File: src/rtl/am_demod_pkg.sv
// am_demod_pkg: shared FSM states, mode encodings and latency figures for the AM envelope detector.
package am_demod_pkg;

    typedef enum logic [2:0] {IDLE, SQ_I, SQ_Q, SUM, ROOT, DONE} state_t;

    localparam logic MODE_POWER = 1'b0;
    localparam logic MODE_MAG   = 1'b1;

    localparam int POWER_LAT = 4;

    function automatic int mag_lat(input int w);
        return POWER_LAT + w;
    endfunction

endpackage

File: src/rtl/iter_isqrt.sv
// iter_isqrt: non-restoring integer square root, one root bit per clock, MSB first.
module iter_isqrt #(
    parameter int W = 8
) (
    input  logic           clk,
    input  logic           rst_n,
    input  logic           i_start,
    input  logic [2*W-1:0] i_radicand,
    output logic           o_done,
    output logic [W-1:0]   o_root
);

    localparam int RW = W + 3;
    localparam int CW = $clog2(W + 1);

    logic [2*W-1:0] r_rad;
    logic [RW-1:0]  r_rem;
    logic [W-1:0]   r_root;
    logic [CW-1:0]  r_cnt;
    logic [RW-1:0]  w_rem_sh;
    logic [RW-1:0]  w_rem_nxt;
    logic [W-1:0]   w_root_nxt;

    // Remainder sign picks add or subtract; its inverse is the next root bit.
    always_comb begin
        w_rem_sh   = {r_rem[RW-3:0], r_rad[2*W-1 -: 2]};
        w_rem_nxt  = r_rem[RW-1] ? w_rem_sh + RW'({r_root, 2'b11})
                                 : w_rem_sh - RW'({r_root, 2'b01});
        w_root_nxt = {r_root[W-2:0], ~w_rem_nxt[RW-1]};
    end

    always_ff @(posedge clk or negedge rst_n) begin
        if (!rst_n) begin
            r_rad  <= '0;
            r_rem  <= '0;
            r_root <= '0;
            r_cnt  <= '0;
        end else if (i_start) begin
            r_rad  <= i_radicand;
            r_rem  <= '0;
            r_root <= '0;
            r_cnt  <= CW'(W);
        end else if (r_cnt != '0) begin
            r_rad  <= r_rad << 2;
            r_rem  <= w_rem_nxt;
            r_root <= w_root_nxt;
            r_cnt  <= r_cnt - 1'b1;
        end
    end

    // The final root is presented combinationally during the last iteration cycle.
    assign o_done = (r_cnt == CW'(1));
    assign o_root = w_root_nxt;

endmodule

File: src/rtl/am_envelope_detector.sv
// am_envelope_detector: I/Q power or envelope magnitude with one shared registered squarer
// and an iterative square root, qualified by a valid/ready handshake.
module am_envelope_detector
    import am_demod_pkg::*;
#(
    parameter int W     = 8,
    parameter int OUT_W = 2 * W
) (
    input  logic             clk,
    input  logic             rst_n,
    input  logic             in_valid,
    output logic             in_ready,
    input  logic [W-1:0]     i_in,
    input  logic [W-1:0]     q_in,
    input  logic             mode,
    output logic             out_valid,
    output logic [OUT_W-1:0] out_data,
    output logic             drop_flag,
    input  logic             drop_clr
);

    state_t           r_state;
    state_t           w_state_nxt;
    logic [W-1:0]     r_i;
    logic [W-1:0]     r_q;
    logic             r_mode;
    logic [2*W-1:0]   r_prod;
    logic [2*W-1:0]   r_isq;
    logic [OUT_W-1:0] r_out;
    logic             r_drop;
    logic             w_accept;
    logic [W-1:0]     w_op;
    logic [2*W-1:0]   w_opx;
    logic [2*W-1:0]   w_sum;
    logic             w_sq_start;
    logic             w_sq_done;
    logic [W-1:0]     w_root;

    assign in_ready   = (r_state == IDLE) || (r_state == DONE);
    assign w_accept   = in_valid && in_ready;
    assign out_valid  = (r_state == DONE);
    assign out_data   = r_out;
    assign drop_flag  = r_drop;
    assign w_sq_start = (r_state == SUM) && (r_mode == MODE_MAG);

    // Sign-extended operand; the low 2W bits of the product are the square.
    assign w_op  = (r_state == SQ_I) ? r_i : r_q;
    assign w_opx = {{W{w_op[W-1]}}, w_op};
    assign w_sum = r_isq + r_prod;

    always_comb begin
        w_state_nxt = r_state;
        case (r_state)
            IDLE:    w_state_nxt = w_accept ? SQ_I : IDLE;
            SQ_I:    w_state_nxt = SQ_Q;
            SQ_Q:    w_state_nxt = SUM;
            SUM:     w_state_nxt = (r_mode == MODE_MAG) ? ROOT : DONE;
            ROOT:    w_state_nxt = w_sq_done ? DONE : ROOT;
            DONE:    w_state_nxt = w_accept ? SQ_I : IDLE;
            default: w_state_nxt = IDLE;
        endcase
    end

    always_ff @(posedge clk or negedge rst_n) begin
        if (!rst_n) r_state <= IDLE;
        else        r_state <= w_state_nxt;
    end

    always_ff @(posedge clk or negedge rst_n) begin
        if (!rst_n) begin
            r_i    <= '0;
            r_q    <= '0;
            r_mode <= MODE_POWER;
            r_prod <= '0;
            r_isq  <= '0;
            r_out  <= '0;
            r_drop <= 1'b0;
        end else begin
            if (w_accept) begin
                r_i    <= i_in;
                r_q    <= q_in;
                r_mode <= mode;
            end
            r_prod <= w_opx * w_opx;
            if (r_state == SQ_Q) r_isq <= r_prod;
            // Result lands on the edge entering DONE so it is visible with out_valid.
            if ((r_state == SUM) && (r_mode == MODE_POWER)) r_out <= OUT_W'(w_sum);
            else if ((r_state == ROOT) && w_sq_done)        r_out <= OUT_W'(w_root);
            r_drop <= (in_valid && !in_ready) || (r_drop && !drop_clr);
        end
    end

    iter_isqrt #(.W(W)) u_isqrt (
        .clk        (clk),
        .rst_n      (rst_n),
        .i_start    (w_sq_start),
        .i_radicand (w_sum),
        .o_done     (w_sq_done),
        .o_root     (w_root)
    );

endmodule

File: config.mk
export PLATFORM = sky130hd
export DESIGN_NAME = am_envelope_detector
export DESIGN_NICKNAME = d
export VERILOG_FILES = /design/src/rtl/am_demod_pkg.sv /design/src/rtl/iter_isqrt.sv /design/src/rtl/am_envelope_detector.sv
export SDC_FILE = /design/constraint.sdc
export NUM_CORES = 1
export LEC_CHECK = 0
export CELL_PAD_IN_SITES_DETAIL_PLACEMENT = 1
export CELL_PAD_IN_SITES_GLOBAL_PLACEMENT = 2
export CORE_MARGIN = 2
export CORE_UTILIZATION = 43
export CTS_CLUSTER_DIAMETER = 100
export DETAILED_ROUTE_END_ITERATION = 10
export PLACE_DENSITY_LB_ADDON = 0.1
export SYNTH_ARGS = -nofsm -noshare
export SYNTH_HDL_FRONTEND = slang
export SYNTH_SLANG_ARGS = --single-unit
File: constraint.sdc
create_clock -name clk -period 11.5 [get_ports clk]
set_clock_uncertainty 0.05 [all_clocks]
set_input_delay 2.3 -clock clk [delete_from_list [all_inputs] [get_ports clk]]
set_output_delay 2.3 -clock clk [all_outputs]
set_load 0.01 [all_outputs]
==> results.ini <==
[critical_path]
start_kind=register
crit_path_frequent_cell=inv_1
r2r_start=r_state[2]
crit_start=r_state[2]
cpLargestDelayFamily=adder cells
path_buf_inv=6
crit_slowest_cell=mux2i_1
path_max_fanout=9
critPathCaptureType=register
slowest_delay_ns=0.69
critPathKind=reg -> reg
cp.required_ns=11.72
critical_path.cell_chain=nor3_4 > mux2i_1 > inv_1 > nand2_1 > inv_1 > fa_1 > inv_1 > fa_1 > inv_1 > fa_1 > inv_1 > fa_1 > inv_1 > ha_1 > and3_1 > a211o_1 > a21oi_1 > xnor2_1
critical_path_arrival_ns=6.26

[timing]
totalNegativeSetupSlack_ns=0
setup_viol=0
hold_viol_final=0
setup_ws_ns=5.46
period_share=0.525
drv_slew=0
clock.fmax_mhz=166
worst_pin_slew_ns=0.998
whs_ns=0.433
min_period_ns=6.04
rsz0062_at_grt=no
relSlewSlack=0.332

[synthesis]
ys.flop_type=dfrtp_1
synth_common_cells=dfrtp_1 (105), nand2_1 (93), inv_1 (81), ha_1 (55), nor2_1 (52)
synth_top_area_cell=dfrtp_1
syn_inst=728
synth.most_common_cell=dfrtp_1
synth_edf_count=0
syn_nets=845
synthTopCellsByArea=dfrtp_1 (36%), fa_1 (11%), ha_1 (9.5%), nand2_1 (4.8%), mux2_2 (4.8%)
seq_area_frac_synth=0.364
yosysTopAreaCellShare=0.364
syn_avg_cell_area_um2=9.91
ys_async_sr_fraction=1.00
yosysWarnings=0
yosys_register_bits=105
synth_cell_types=60
synthesis.area_um2=7220

[global_routing]
antenna_found_initial=0
grt-ovfl-total=0
grt_max_degree=66
grt_pass1_wl_um=29000
grt_pass1_vias=5900
grt_use_total=0.204

[clocking]
cts.clk_slew.worst_paths_ns=0.08
cts.path.max_buffers=2
cts_tree=yes
cts_root_buffer=clkbuf_16
numCtsBuffers=9
insertion_delay_ns=0.36
cts_resized=0
clock-sinks=105
cts_setup_buffers=0
hold_buffers=0
htree_levels=3

[place]
portBuffers=39
routabilityCongestion=0.808
pre_cts_ws_ns=5.45
dp_hpwl_um=13000

[floorplanning]
die_h_um=134
core_area_um2=16500
die_w_um=134
die-area_um2=17800
num_rows=47
start_util=0.438
io_pins=40

[final_layout]
fillers=1846
n_antenna_cell=0
area_delta_synth_final_pct=12.8
seq_area_um2=2630
nNetsFinal=877
multi_input_area_um2=4150
fin_util=0.495
drive_above_1_share=0.0967

[detailed_routing]
first_pass_iters=4
drtIter0Drc=232
vias_per_cell=5.22
top_layer_used=met4
wl_per_cell_um=16.9
drc=0
antenna_left=0
via_count=5142
wl_met2_um=8630
wirelength_um=16700
wl_met1_um=7330
dr_wl_met3_um=285

[run_status]
status=finished clean

[worst_hold_path]
hold_start=out_data[12]
hp-class=reg -> reg

[job]
drv_cap=0

==> tightest hold or removal path, stage by stage (launching register included) <==
cell,delay [ns]
dfrtp_1,0.34
nand2_1,0.05
o21ai_0,0.06
==> through the flow <==
stage	std cells	area (µm²)
2_1_floorplan	728	7220
3_3_place_gp	969	7810
3_5_place_dp	969	7810
4_1_cts	985	8140
5_1_grt	985	8140
6_report	985	8140
==> placed cells by master (no fill, tap or decap), types with 3 or more instances in the layout <==
cell type        Yosys  layout
a21oi_1             37      37
buf_4                0       7
o21a_1               3       3
mux2_2              31      31
o31ai_1              4       4
nand3_1             11      11
clkdlybuf4s50_1      0      38
nor3_1               7       7
nand2_1             93      93
a31o_2               3       3
xnor2_1             33      33
or2_2                3       3
mux2i_1              7       7
clkbuf_16            0       9
a211oi_1             6       6
nand2b_1             4       4
or3_1                3       3
a31oi_1             11      11
nor2_1              52      52
xor2_1              17      17
a22oi_1              8       8
inv_1               81      81
a21o_1               9       9
a22o_1               4       4
and3_1               5       5
a211o_1              4       4
fa_1                41      41
dfrtp_1            105     105
ha_1                55      55
and2_1               4       4
nor2b_1              7       7
o21ai_0             25      25
==> sequential cells by signal, summed over array words and instances, names as in the netlist <==
name and flops:
u_isqrt.r_cnt 4, r_i 8, r_state 3, drop_flag 1, r_isq 15, r_q 8, r_mode 1, u_isqrt.r_root 8
u_isqrt.r_rad 16, u_isqrt.r_rem 10, out_data 16, r_prod 15
==> metal layers <==
metal | up-vias | global-route usage
li1 | 2476 | -
met1 | 2583 | 0.244
met4 | 0 | 0.0816
met5 | - | 0
met3 | 31 | 0.0274
met2 | 52 | 0.372
==> logic make-up after synthesis <==
family | count (synthesis) | synth area share
xor+xnor | 51 | 0.0629
compound gates | 128 | 0.115
flops | 105 | 0.364
buf+inv | 108 | 0.0607
simple gates | 199 | 0.123
mux | 41 | 0.0642
fa+ha+maj | 96 | 0.209
==> layout make-up <==
type / count / area share
clock buffers: 10 / 0.0293
well taps: 220 / 0.0338
clock inverters: 6 / 0.0120
inverters: 84 / 0.0393
flip-flops and latches: 105 / 0.323
repair buffers: 45 / 0.0532
multi-input cells: 515 / 0.510
==> worst paths after layout <==
| path | end | slack [ns] | depth (start not counted) |
|---|---|---|---|
| worst min register to register | out_data[12] | 0.43 | 2 |
| worst min-delay path | out_data[12] | 0.43 | 2 |
| min in group asynchronous | r_q[3] | 1.86 | 1 |
| worst max-delay path | r_prod[15] | 5.46 | 18 |
| worst max register to register | r_prod[15] | 5.46 | 18 |
| max in group asynchronous | r_isq[2] | 8.29 | 2 |
Power is not shown: default switching activity piles up to over one toggle a cycle in this logic, so the estimate is an artifact.
